`src/rtl/pipe_hazard_if.sv`:
```
// Pipeline-side bundle of the hazard controller: hazard inputs from ID/EX/MEM
// and the enable/flush/vector controls back to the pipeline registers.
interface pipe_hazard_if #(
    parameter int CNT_W = 16
);
    logic [1:0]       id_rs_a;
    logic [1:0]       id_rs_b;
    logic             id_rs_a_used;
    logic             id_rs_b_used;
    logic             ex_mem_read;
    logic [1:0]       ex_rd;
    logic             ex_branch_taken;
    logic             mem_access;
    logic             mem_ready;
    logic             irq;

    logic             pc_en;
    logic             if_id_en;
    logic             pipe_en;
    logic             if_id_flush;
    logic             id_ex_flush;
    logic             ex_mem_flush;
    logic             mem_wb_flush;
    logic             irq_ack;
    logic             vec_sel;
    logic [CNT_W-1:0] stall_cnt;
    logic             mem_err;

    // master = the controller, slave = the pipeline it steers
    modport master (
        input  id_rs_a, id_rs_b, id_rs_a_used, id_rs_b_used, ex_mem_read, ex_rd,
               ex_branch_taken, mem_access, mem_ready, irq,
        output pc_en, if_id_en, pipe_en, if_id_flush, id_ex_flush, ex_mem_flush,
               mem_wb_flush, irq_ack, vec_sel, stall_cnt, mem_err
    );

    modport slave (
        output id_rs_a, id_rs_b, id_rs_a_used, id_rs_b_used, ex_mem_read, ex_rd,
               ex_branch_taken, mem_access, mem_ready, irq,
        input  pc_en, if_id_en, pipe_en, if_id_flush, id_ex_flush, ex_mem_flush,
               mem_wb_flush, irq_ack, vec_sel, stall_cnt, mem_err
    );
endinterface

```
`src/rtl/pipe_hazard_ctrl.sv`:
```
// Hazard/sequencing controller for the 5-stage core: load-use, branch flush,
// memory freeze with timeout, and interrupt drain/vector (built with HAZ_IRQ_EN).
module pipe_hazard_ctrl #(
    parameter int WAIT_MAX     = 15,
    parameter int DRAIN_CYCLES = 3,
    parameter int CNT_W        = 16
) (
    input  logic          clk,
    input  logic          rst,
    pipe_hazard_if.master bus
);
    if (WAIT_MAX < 1 || WAIT_MAX > 255 || DRAIN_CYCLES < 1 || DRAIN_CYCLES > 7) begin : g_bad_param
        $error("pipe_hazard_ctrl: WAIT_MAX or DRAIN_CYCLES out of range");
    end

`ifdef HAZ_IRQ_EN
    typedef enum logic [1:0] {RUN = 2'd0, MEM_WAIT = 2'd1, IRQ_DRAIN = 2'd2, IRQ_VEC = 2'd3} state_t;
`else
    typedef enum logic [1:0] {RUN = 2'd0, MEM_WAIT = 2'd1} state_t;
`endif

    state_t           state, state_nx;
    logic [7:0]       wait_cnt, wait_cnt_nx;
    logic [CNT_W-1:0] stall_q;
    logic             err_q;
    logic             err_set;
    logic             frz;
    logic             mem_stall;
    logic             load_use;

`ifdef HAZ_IRQ_EN
    logic [2:0]       drain_cnt, drain_cnt_nx;
`else
    logic             unused_irq;
    assign unused_irq = bus.irq;
`endif

    assign mem_stall = bus.mem_access & ~bus.mem_ready;
    assign load_use  = bus.ex_mem_read &
                       ((bus.id_rs_a_used && bus.id_rs_a == bus.ex_rd) ||
                        (bus.id_rs_b_used && bus.id_rs_b == bus.ex_rd));

    always_comb begin
        state_nx         = state;
        wait_cnt_nx      = wait_cnt;
        err_set          = 1'b0;
        frz              = 1'b0;
`ifdef HAZ_IRQ_EN
        drain_cnt_nx     = drain_cnt;
`endif
        bus.pc_en        = 1'b1;
        bus.if_id_en     = 1'b1;
        bus.pipe_en      = 1'b1;
        bus.if_id_flush  = 1'b0;
        bus.id_ex_flush  = 1'b0;
        bus.ex_mem_flush = 1'b0;
        bus.mem_wb_flush = 1'b0;
        bus.irq_ack      = 1'b0;
        bus.vec_sel      = 1'b0;
        if (rst) begin
            // whole pipe held empty while in reset
            bus.pc_en        = 1'b0;
            bus.if_id_en     = 1'b0;
            bus.pipe_en      = 1'b0;
            bus.if_id_flush  = 1'b1;
            bus.id_ex_flush  = 1'b1;
            bus.ex_mem_flush = 1'b1;
            bus.mem_wb_flush = 1'b1;
        end else begin
            case (state)
                RUN: begin
                    if (mem_stall) begin
                        frz         = 1'b1;
                        state_nx    = MEM_WAIT;
                        wait_cnt_nx = '0;
                    end else if (bus.ex_branch_taken) begin
                        bus.if_id_flush = 1'b1;
                        bus.id_ex_flush = 1'b1;
                    end else if (load_use) begin
                        bus.pc_en       = 1'b0;
                        bus.if_id_en    = 1'b0;
                        bus.id_ex_flush = 1'b1;
                    end
`ifdef HAZ_IRQ_EN
                    else if (bus.irq) begin
                        bus.pc_en       = 1'b0;
                        bus.if_id_flush = 1'b1;
                        drain_cnt_nx    = 3'(DRAIN_CYCLES - 1);
                        state_nx        = IRQ_DRAIN;
                    end
`endif
                end
                MEM_WAIT: begin
                    if (bus.mem_ready) begin
                        state_nx    = RUN;
                        wait_cnt_nx = '0;
                    end else if (wait_cnt == 8'(WAIT_MAX - 1)) begin
                        // give up on the access and let the pipe move again
                        err_set     = 1'b1;
                        state_nx    = RUN;
                        wait_cnt_nx = '0;
                    end else begin
                        frz         = 1'b1;
                        wait_cnt_nx = wait_cnt + 8'd1;
                    end
                end
`ifdef HAZ_IRQ_EN
                IRQ_DRAIN: begin
                    bus.pc_en       = 1'b0;
                    bus.if_id_flush = 1'b1;
                    if (mem_stall) begin
                        frz = 1'b1;
                    end else begin
                        // taken branch while draining retargets the return address
                        if (bus.ex_branch_taken) begin
                            bus.id_ex_flush = 1'b1;
                            bus.pc_en       = 1'b1;
                        end
                        if (drain_cnt == 3'd0) state_nx = IRQ_VEC;
                        else drain_cnt_nx = drain_cnt - 3'd1;
                    end
                end
                IRQ_VEC: begin
                    if (mem_stall) begin
                        frz = 1'b1;
                    end else begin
                        bus.irq_ack     = 1'b1;
                        bus.vec_sel     = 1'b1;
                        bus.if_id_flush = 1'b1;
                        state_nx        = RUN;
                    end
                end
`endif
                default: state_nx = RUN;
            endcase
            if (frz) begin
                bus.pc_en        = 1'b0;
                bus.if_id_en     = 1'b0;
                bus.pipe_en      = 1'b0;
                bus.mem_wb_flush = 1'b1;
            end
        end
    end

    always_ff @(posedge clk or posedge rst) begin
        if (rst) begin
            state    <= RUN;
            wait_cnt <= '0;
            stall_q  <= '0;
            err_q    <= 1'b0;
`ifdef HAZ_IRQ_EN
            drain_cnt <= '0;
`endif
        end else begin
            state    <= state_nx;
            wait_cnt <= wait_cnt_nx;
`ifdef HAZ_IRQ_EN
            drain_cnt <= drain_cnt_nx;
`endif
            if (!bus.pc_en && stall_q != '1) stall_q <= stall_q + 1'b1;
            if (err_set) err_q <= 1'b1;
        end
    end

    assign bus.stall_cnt = stall_q;
    assign bus.mem_err   = err_q;

endmodule

```
`src/flat_wrapper.sv`:
```
// flat-port wrapper written by rule: the top's interface ports become plain ports
module pipe_hazard_ctrl_flat 
#(
    parameter int WAIT_MAX     = 15,
    parameter int DRAIN_CYCLES = 3,
    parameter int CNT_W        = 16
)
  (clk, rst, bus_id_rs_a, bus_id_rs_b, bus_id_rs_a_used, bus_id_rs_b_used, bus_ex_mem_read, bus_ex_rd, bus_ex_branch_taken, bus_mem_access, bus_mem_ready, bus_irq, bus_pc_en, bus_if_id_en, bus_pipe_en, bus_if_id_flush, bus_id_ex_flush, bus_ex_mem_flush, bus_mem_wb_flush, bus_irq_ack, bus_vec_sel, bus_stall_cnt, bus_mem_err);
  pipe_hazard_if #(.CNT_W(CNT_W)) bus_i ();
  input  logic clk;
  input  logic rst;
  input wire logic [$bits(bus_i.id_rs_a)-1:0] bus_id_rs_a;
  input wire logic [$bits(bus_i.id_rs_b)-1:0] bus_id_rs_b;
  input wire logic [$bits(bus_i.id_rs_a_used)-1:0] bus_id_rs_a_used;
  input wire logic [$bits(bus_i.id_rs_b_used)-1:0] bus_id_rs_b_used;
  input wire logic [$bits(bus_i.ex_mem_read)-1:0] bus_ex_mem_read;
  input wire logic [$bits(bus_i.ex_rd)-1:0] bus_ex_rd;
  input wire logic [$bits(bus_i.ex_branch_taken)-1:0] bus_ex_branch_taken;
  input wire logic [$bits(bus_i.mem_access)-1:0] bus_mem_access;
  input wire logic [$bits(bus_i.mem_ready)-1:0] bus_mem_ready;
  input wire logic [$bits(bus_i.irq)-1:0] bus_irq;
  output wire logic [$bits(bus_i.pc_en)-1:0] bus_pc_en;
  output wire logic [$bits(bus_i.if_id_en)-1:0] bus_if_id_en;
  output wire logic [$bits(bus_i.pipe_en)-1:0] bus_pipe_en;
  output wire logic [$bits(bus_i.if_id_flush)-1:0] bus_if_id_flush;
  output wire logic [$bits(bus_i.id_ex_flush)-1:0] bus_id_ex_flush;
  output wire logic [$bits(bus_i.ex_mem_flush)-1:0] bus_ex_mem_flush;
  output wire logic [$bits(bus_i.mem_wb_flush)-1:0] bus_mem_wb_flush;
  output wire logic [$bits(bus_i.irq_ack)-1:0] bus_irq_ack;
  output wire logic [$bits(bus_i.vec_sel)-1:0] bus_vec_sel;
  output wire logic [$bits(bus_i.stall_cnt)-1:0] bus_stall_cnt;
  output wire logic [$bits(bus_i.mem_err)-1:0] bus_mem_err;
  assign bus_i.id_rs_a = bus_id_rs_a;
  assign bus_i.id_rs_b = bus_id_rs_b;
  assign bus_i.id_rs_a_used = bus_id_rs_a_used;
  assign bus_i.id_rs_b_used = bus_id_rs_b_used;
  assign bus_i.ex_mem_read = bus_ex_mem_read;
  assign bus_i.ex_rd = bus_ex_rd;
  assign bus_i.ex_branch_taken = bus_ex_branch_taken;
  assign bus_i.mem_access = bus_mem_access;
  assign bus_i.mem_ready = bus_mem_ready;
  assign bus_i.irq = bus_irq;
  assign bus_pc_en = bus_i.pc_en;
  assign bus_if_id_en = bus_i.if_id_en;
  assign bus_pipe_en = bus_i.pipe_en;
  assign bus_if_id_flush = bus_i.if_id_flush;
  assign bus_id_ex_flush = bus_i.id_ex_flush;
  assign bus_ex_mem_flush = bus_i.ex_mem_flush;
  assign bus_mem_wb_flush = bus_i.mem_wb_flush;
  assign bus_irq_ack = bus_i.irq_ack;
  assign bus_vec_sel = bus_i.vec_sel;
  assign bus_stall_cnt = bus_i.stall_cnt;
  assign bus_mem_err = bus_i.mem_err;
  pipe_hazard_ctrl #(.WAIT_MAX(WAIT_MAX), .DRAIN_CYCLES(DRAIN_CYCLES), .CNT_W(CNT_W)) u_core (.clk(clk), .rst(rst), .bus(bus_i));
endmodule
```
`config.mk`:
```
export PLATFORM = sky130hd
export DESIGN_NAME = pipe_hazard_ctrl_flat
export DESIGN_NICKNAME = d
export VERILOG_FILES = /design/src/rtl/pipe_hazard_if.sv /design/src/rtl/pipe_hazard_ctrl.sv /design/src/flat_wrapper.sv
export SDC_FILE = /design/constraint.sdc
export NUM_CORES = 1
export LEC_CHECK = 0
export CORE_UTILIZATION = 45
export CTS_CLUSTER_SIZE = 25
export DETAILED_ROUTE_END_ITERATION = 10
export DONT_BUFFER_PORTS = 1
export PLACE_DENSITY = 0.57
export SLEW_MARGIN = 10
export SYNTH_ARGS = -nofsm -noshare
export SYNTH_HDL_FRONTEND = slang
export SYNTH_SLANG_ARGS = --single-unit
```
`constraint.sdc`:
```
create_clock -name clk -period 4.25 [get_ports clk]
set_input_delay 0.85 -clock clk [delete_from_list [all_inputs] [get_ports clk]]
set_output_delay 0.85 -clock clk [all_outputs]
set_load 0.01 [all_outputs]
```
==> results of run 1 <==
## metrics by stage
step	cell area [µm²]	hold slack [ps]	setup slack, ps	util	power (W)
after detailed placement	1660	503	1580	0.483	0.000637
after CTS	1740	349	1520	0.504	0.000845
after global routing	1740	344	1430	0.504	0.000898
final	1740	356	1540	0.504	0.000837
after global placement	1660	505	1590	0.483	0.000625
after floorplan	1670	466	1420	-	0.000585
## per-layer routing
layer	routed length, µm	global-route usage
met3	186	0.0493
met2	1440	0.295
met4	22	0.0552
met1	1500	0.252
met5	0	0
## sequential cells by signal, summed over array words and instances, names as in the netlist
name / flops
u_core.wait_cnt: 8
u_core.state: 1
u_core.bus.stall_cnt: 16
u_core.bus.mem_err: 1
## how the worst max path moves through the flow
stage,endpoint,slack (ps),cells after the start
3_3_place_gp,bus_pc_en,1590,5
6_report,bus_pc_en,1540,5
3_5_place_dp,bus_if_id_en,1580,5
5_1_grt,bus_if_id_en,1430,5
4_1_cts,bus_if_id_en,1520,5
2_1_floorplan,bus_pc_en,1420,6
## cell usage after synthesis, types with 3 or more instances
library cell / number / area, µm²
a2111oi_2: 6 / 90.1
a211oi_2: 6 / 75.1
a21oi_1: 3 / 15.0
buf_4: 4 / 30.0
dfrtp_1: 26 / 651
ha_1: 3 / 37.5
inv_1: 4 / 15.0
nand2_1: 21 / 78.8
nand3_1: 10 / 50.1
nor2_1: 9 / 33.8
o21ai_1: 3 / 15.0
o31ai_1: 4 / 30.0
xnor2_1: 3 / 26.3
xor2_1: 18 / 158
## final cells by class
type	count	area share
Multi-Input combinational cell	122	0.528
Sequential cell	26	0.375
Tap cell	46	0.0332
Clock buffer	3	0.0238
Clock inverter	1	0.0173
Inverter	5	0.0137
Timing Repair Buffer	2	0.00865
## cell families after synthesis
kind of cell,after synthesis,synth area share
and+or+nand+nor,61,0.199
AOI/OAI and AO/OA,34,0.208
DFF,26,0.391
xor gates and xnor gates,21,0.111
buffers and inverters,13,0.0601
adders and majority gates,3,0.0226
other,1,0.00225
muxes,1,0.00677
## cell usage in the layout, fill, tap and decap left out, types with 2 or more instances in the layout
master | netlist | final
o31ai_1 | 4 | 4
a21o_1 | 2 | 2
nand4_1 | 2 | 2
o21ai_1 | 3 | 3
nor3_2 | 2 | 2
nor2_1 | 9 | 9
a211oi_2 | 6 | 6
ha_1 | 3 | 3
xnor2_1 | 3 | 3
nand3_1 | 10 | 10
buf_4 | 4 | 2
inv_1 | 4 | 4
nor4_1 | 2 | 2
nand2_1 | 21 | 21
xor2_1 | 18 | 18
clkbuf_8 | 0 | 3
o21ai_0 | 2 | 2
a21oi_1 | 3 | 3
a2111oi_2 | 6 | 6
dfrtp_1 | 26 | 26
nand2b_1 | 2 | 2
nor3_1 | 2 | 2
and4_1 | 2 | 2
conb_1 | 1 | 2
## power breakdown
group	total (W)	switching (W)	internal (W)	leakage [nW]
combinational	0.000184	0.000103	0.0000810	0.319
clock	0.000207	0.0000812	0.000126	0.0357
sequential	0.000446	0.000135	0.000310	0.316
total	0.000837	0.000319	0.000517	0.671
## worst max-delay path, stage by stage (launching register included)
cell,delay (ps)
dfrtp_1,420
and4bb_1,330
a31o_2,260
nand2_4,110
inv_6,200
and2_1,280
==> impl_results.md, run 1 <==
* Share of the yosys chip area belonging to registers at 0.391
* Per-cell via count in the routed design at 5.82
* Drt pass-1 iters at 4
* Clock Tree Root: clkbuf_8
* Area growth from synthesis to final layout at 4.29%
* Hold violation total from the final report at 0
* Worst-case vdd ir drop at 0.267 mV
* Run status: finished clean
* Diodes inserted at 0
* Maximum buffer depth of the clock tree at 2
* # H-tree levels at 1
* Number of DRC markers in iteration 0 at 60
* Dpl cells at 201
* Core area at 0.00344 mm²
* Footprint of the multi-input gates at 917 µm²
* Final GP Congestion at 0.725
* Number of top-level design ports at 41
* Sinks on the clock net at 26
* Maximum number of pins on one net before global-route repair at 27
* Async set-reset flop share out of synthesis at 1.00
* Endpoints failing setup at 0
* Leak Pwr at 0.671 nW
* Peak clock frequency supported by timing at 0.369 GHz
* Rel. slew slack at 0.473
* Number of rows in the core area at 21
* Startpoint type of the worst setup path: flip-flop
* Number of antenna-violating nets in the routed design at 0
* Number of remaining DRC errors at 0
* Hold buffer count at CTS at 0
* Tightest Pin Transition at 785 ps
* Startpoint of the lowest-slack register-to-register path: u_core.bus.stall_cnt[0]
* Maximum Capacitance Violations at 0
* Die Height at 62.8 µm
* Total negative slack at 0 ps
* Worst Clk Skew at 12.8 ps
* Layout cells sized above 1 at 0.189
* Via count of the first global-routing pass at 1234
* Endpoint arrival time on the critical path at 1860 ps
* Post-Syn Area at 0.00166 mm²
* Distinct cell type count of the synthesized netlist at 45
* Routed wire length per instance at 15.3 µm
* Required @ worst endpoint at 3400 ps
* Port buffer count at 0
* Type of the worst min-delay path: in2async
* Vias at 1194
* FF-to-FF End: u_core.bus.stall_cnt[1]
* Number of antenna violations at the first check in global routing at 0
* Number of fill cells at 337
* Die X at 62.8 µm
* Number of flops mapped to enable cells by yosys at 0
* Seq. cell area at 651 µm²
* Post-CTS setup buffer count at 0
* Final min period at 2710 ps
* Critical Path Start: u_core.wait_cnt[6]
* RSZ-0062 raised after global routing: no
* Mean cell area of the mapped netlist at 10.4 µm²
* Total count of max-transition violations in the final report at 0
* Cells on worst reg2reg path at 6
* R2r setup slk at 2160 ps
* Number of gates resized after cts at 0
* Power density of the placed cells at 482 mW/mm²
* Primary FF master, synth: dfrtp_1
* TritonCTS clock tree: built
* Non-filler cells, final at 205
* Critical path endpoint category: primary output
* Overall global routing resource usage at 0.187
* Tcrit/Tclk final at 0.638
* Clock-pin slew on the worst setup and hold paths at 90 ps
* Syn Inst Count at 160
* Routed wire length at 3150 µm
* Setup Crit Path Kind: reg2out
* Number of buffers created by CTS at 3
* DIE AREA at 0.00395 mm²
* Synthesized flop and latch total at 26
* Warnings, synthesis at 0
* Critical Path Fanout Max at 17
* Nets at 178
* Congestion Overflow GR at 0
* Insertion delay to the later sink of the worst-skew pair at 270 ps
* Initial core utilization at 0.483
* First-pass GRT wire length at 5910 µm
* Total half-perimeter wirelength after legalization and detailed placement at 2270 µm
Note: power is estimated with default switching activity, not from simulation.
==> inputs of run 2 (changes only) <==
- PLACE_DENSITY: 0.57 -> 0.59
- clock period: 4.25 -> 2.2 ns (I/O delays scaled with it)
==> impl_results.md, run 2 (synthesis gave the netlist of run 1 again) <==
* Overall global routing resource usage at 0.189
* Hold violation total from the final report at 0
* Area growth from synthesis to final layout at 9.25%
* Fraction of met2 tracks used by global routing at 0.303
* Insertion delay to the later sink of the worst-skew pair at 280 ps
* Startpoint type of the worst setup path: flip-flop
* Number of rows in the core area at 21
* FF-to-FF End: u_core.bus.stall_cnt[1]
* Congestion Overflow GR at 0
* Number of antenna-violating nets in the routed design at 0
* Hold buffer count at CTS at 0
* Non-filler cells, final at 213
* Maximum Capacitance Violations at 0
* Seq. cell area at 652 µm²
* Number of antenna violations at the first check in global routing at 0
* Routed wire length at 3480 µm
* Maximum buffer depth of the clock tree at 2
* R2r setup slk at 210 ps
* Final WS setup at 51.8 ps
* Total half-perimeter wirelength after legalization and detailed placement at 2500 µm
* Met3 usage in global routing at 0.0292
* Global routing's busiest layer: met2
* Sinks on the clock net at 26
* Maximum number of pins on one net before global-route repair at 30
* DIE AREA at 0.00395 mm²
* Commonest cells after routing, fill and taps aside: dfrtp_1, nand2_1, xor2_1
* Via count of the first global-routing pass at 1253
* Footprint of the multi-input gates at 936 µm²
* Die X at 62.8 µm
* Number of remaining DRC errors at 0
* Most frequent standard cell in the layout excluding fill and tap cells: dfrtp_1
* Diodes inserted at 0
* Nets at 186
* Drt pass-1 iters at 4
* Met1 routing resource usage after global routing at 0.254
* # H-tree levels at 1
* Layout cells sized above 1 at 0.246
* Initial core utilization at 0.483
* First-pass GRT wire length at 5900 µm
* Core area at 0.00344 mm²
* Clock Tree Root: clkbuf_8
* Total count of max-transition violations in the final report at 0
* Number of gates resized after cts at 3
* Type of the worst min-delay path: in2async
* Power density of the placed cells at 960 mW/mm²
* Number of fill cells at 338
* Leak Pwr at 0.712 nW
* Run status: finished clean
* Endpoints failing setup at 0
* Tcrit/Tclk final at 0.976
* Post-Place Worst Slack at -145 ps
* Die Height at 62.8 µm
* Worst-case vdd ir drop at 0.557 mV
* Critical Path Fanout Max at 12
* Final GP Congestion at 0.764
* Critical path endpoint category: primary output
* Final min period at 2150 ps
* Clock-pin slew on the worst setup and hold paths at 100 ps
* Worst slack on hold paths at 125 ps
* Port buffer count at 0
* Endpoint arrival time on the critical path at 1710 ps
* Per-cell via count in the routed design at 5.85
* Finished Core Util at 0.528
* Routed wire length per instance at 16.3 µm
* Worst Clk Skew at 11.0 ps
* Tightest Pin Transition at 704 ps
* Startpoint of the lowest-slack register-to-register path: u_core.bus.stall_cnt[1]
* Rel. slew slack at 0.529
* Setup Crit Path Kind: reg2out
* Number of top-level design ports at 41
* Post-CTS setup buffer count at 0
* Peak clock frequency supported by timing at 0.466 GHz
* Number of buffers created by CTS at 3
* Required @ worst endpoint at 1760 ps
* TritonCTS clock tree: built
* Dpl cells at 209
* Number of DRC markers in iteration 0 at 67
* Cells on worst reg2reg path at 6
* Flip-flop count of the largest register after layout at 16
* Vias at 1245
[run 2: metrics by stage]
stage	cell area (µm²)	power [W]	TNS, ps
final	1820	0.00175	0
after global routing	1820	0.00185	-55.3
after CTS	1810	0.00176	0
after detailed placement	1720	0.00134	-290
after global placement	1720	0.00131	-213
after floorplan	1670	0.00113	0
[run 2: worst max-delay path by stage]
stage,start,endpoint,slack (ps),cells after the start
after global placement,bus_ex_rd[0],bus_if_id_en,-110,4
after CTS,u_core.wait_cnt[6],bus_pc_en,10,5
after detailed placement,bus_ex_rd[0],bus_pc_en,-140,4
after global routing,u_core.wait_cnt[4],bus_pc_en,-30,5
final,u_core.wait_cnt[6],bus_pc_en,50,5
after floorplan,rst,u_core.wait_cnt[5],130,6
[run 2: layer usage]
metal	part of all wire	wire, µm	vias to the layer above
met1	0.46	1620	617
met2	0.47	1640	40
met4	0.019	66	0
met5	0	0	-
li1	-	-	581
met3	0.045	155	7
[run 2: layout make-up]
type                            instances  area share
Timing Repair Buffer                   10      0.0413
Inverter                                5      0.0145
Sequential cell                        26       0.359
Clock inverter                          1      0.0165
Multi-Input combinational cell        122       0.515
Clock buffer                            3      0.0227
Tap cell                               46      0.0317
[run 2: power breakdown]
group	total [W]	internal, W	switching, W
Clock	0.000409	0.000244	0.000166
Combinational	0.000578	0.000244	0.000334
Sequential	0.000758	0.000601	0.000156
[run 2: worst max-delay path, cell delays in order, from the launching register on]
cell and delay, ps:
dfrtp_1 430, and4bb_2 370, a31o_4 210, nand2_4 100
inv_8 140, and2_4 190
==> inputs of run 3 (changes only) <==
- REMOVE_ABC_BUFFERS: unset -> 1
==> impl_results.md, run 3 (synthesis gave the netlist of run 1 again) <==
* Run status: finished clean
* Type of the worst min-delay path: in2async
* Slowest cell on the critical path: dfrtp_1
* Rel. slew slack at 0.534
* # H-tree levels at 1
* Flip-flop count of the largest register after layout at 16
* Number of remaining DRC errors at 0
* Required @ worst endpoint at 1760 ps
* Diodes inserted at 0
* Insertion delay to the later sink of the worst-skew pair at 260 ps
* Total half-perimeter wirelength after legalization and detailed placement at 2330 µm
* Final GP Congestion at 0.764
* Final min period at 2120 ps
* Cell type group with the largest total delay on the critical path: simple AND/OR/NAND/NOR gates
* First-pass GRT wire length at 5910 µm
* Setup Crit Path Kind: reg2out
* Sinks on the clock net at 26
* Maximum number of pins on one net before global-route repair at 30
* Drt pass-1 iters at 4
* Most frequent standard cell in the layout excluding fill and tap cells: dfrtp_1
* Via count of the first global-routing pass at 1277
* R2r setup slk at 260 ps
* Maximum buffer depth of the clock tree at 2
* Worst-case vdd ir drop at 0.464 mV
* Critical path endpoint category: primary output
* Initial core utilization at 0.483
* Area growth from synthesis to final layout at 11.9%
* Endpoint arrival time on the critical path at 1680 ps
* Per-cell via count in the routed design at 5.71
* Die Height at 62.8 µm
* Maximum Capacitance Violations at 0
* Number of DRC markers in iteration 0 at 44
* Number of antenna violations at the first check in global routing at 0
* Non-filler cells, final at 217
* Total count of max-transition violations in the final report at 0
* Clock Tree Root: clkbuf_8
* Power density of the placed cells at 863 mW/mm²
* Vias at 1239
* Routed wire length per instance at 15.4 µm
* TritonCTS clock tree: built
* Die X at 62.8 µm
* Post-place instance area at 0.00170 mm²
* Final Instance Area at 0.00186 mm²
* Number of top-level design ports at 41
* Leak Pwr at 0.732 nW
* Final WS setup at 83.9 ps
* Critical Path Fanout Max at 9
* Commonest cells after routing, fill and taps aside: dfrtp_1, nand2_1, xor2_1
* Layout cells sized above 1 at 0.263
* Number of rows in the core area at 21
* Tcrit/Tclk final at 0.962
* Routed wire length at 3330 µm
* Footprint of the multi-input gates at 948 µm²
* Congestion Overflow GR at 0
* Number of fill cells at 316
* Cells along the critical path: and4bb_2 -> a31o_4 -> nand2_8 -> inv_12 -> and2_2
* Seq. cell area at 651 µm²
* Endpoints failing setup at 0
* Hold buffer count at CTS at 0
* Port buffer count at 0
* Number of antenna-violating nets in the routed design at 0
* Total negative slack at 0 ps
* Core area at 0.00344 mm²
* Worst Clk Skew at 4.44 ps
* Number of buffers created by CTS at 3
* Slowest cell delay on critical path at 420 ps
* Nets at 190
* Startpoint type of the worst setup path: flip-flop
* Hold violation total from the final report at 0
* Post-Place Worst Slack at -171 ps
* DIE AREA at 0.00395 mm²
* Dpl cells at 206
* Overall global routing resource usage at 0.184
* Bufs and invs on worst path at 1
* Tightest Pin Transition at 696 ps
* Clock-pin slew on the worst setup and hold paths at 90 ps
* Peak clock frequency supported by timing at 0.473 GHz
-- run 3: final timing paths --
check	from	end	cells past startpoint
max	u_core.wait_cnt[6]	bus_pc_en	5
min reg2reg	u_core.wait_cnt[6]	u_core.wait_cnt[6]	1
min in group clk	rst	u_core.bus.mem_err	2
max reg2reg	u_core.bus.stall_cnt[1]	u_core.bus.stall_cnt[11]	7
max in group asynchronous	rst	u_core.wait_cnt[2]	2
min	rst	u_core.bus.stall_cnt[10]	2
-- run 3: report_power, final --
group          internal, W  switching [W]  leakage (nW)
Clock             0.000160       0.000144        0.0288
Sequential        0.000600       0.000193         0.316
Combinational     0.000217       0.000293         0.387
Total             0.000977       0.000630         0.732
-- run 3: cell type report --
type | instances | area share
Multi-Input combinational cell | 122 | 0.509
Sequential cell | 26 | 0.349
Timing Repair Buffer | 13 | 0.0591
Tap cell | 46 | 0.0309
Clock buffer | 4 | 0.0296
Inverter | 5 | 0.0168
Timing Repair inverter | 1 | 0.00470
-- run 3: layer usage --
metal  wire [µm]  GRT usage  up-vias
li1            -          -      592
met1        1600      0.248      605
met2        1540      0.299       40
met3         178     0.0456        2
met4          20     0.0378        0
met5           0          0        -
-- run 3: timing repair --
item	CTS	global route
pin swaps	0	2
setup buffers	0	6
endpoints found under the setup margin	2	3
gates resized for setup	5	3
cloned	0	1
-- run 3: metrics by stage --
step | total power, W | hold slack [ps] | util
6_report | 0.00161 | 158 | 0.541
3_3_place_gp | 0.00128 | 441 | 0.494
3_5_place_dp | 0.00129 | 456 | 0.494
4_1_cts | 0.00162 | 162 | 0.518
5_1_grt | 0.00174 | 190 | 0.541
2_1_floorplan | 0.00112 | 466 | -
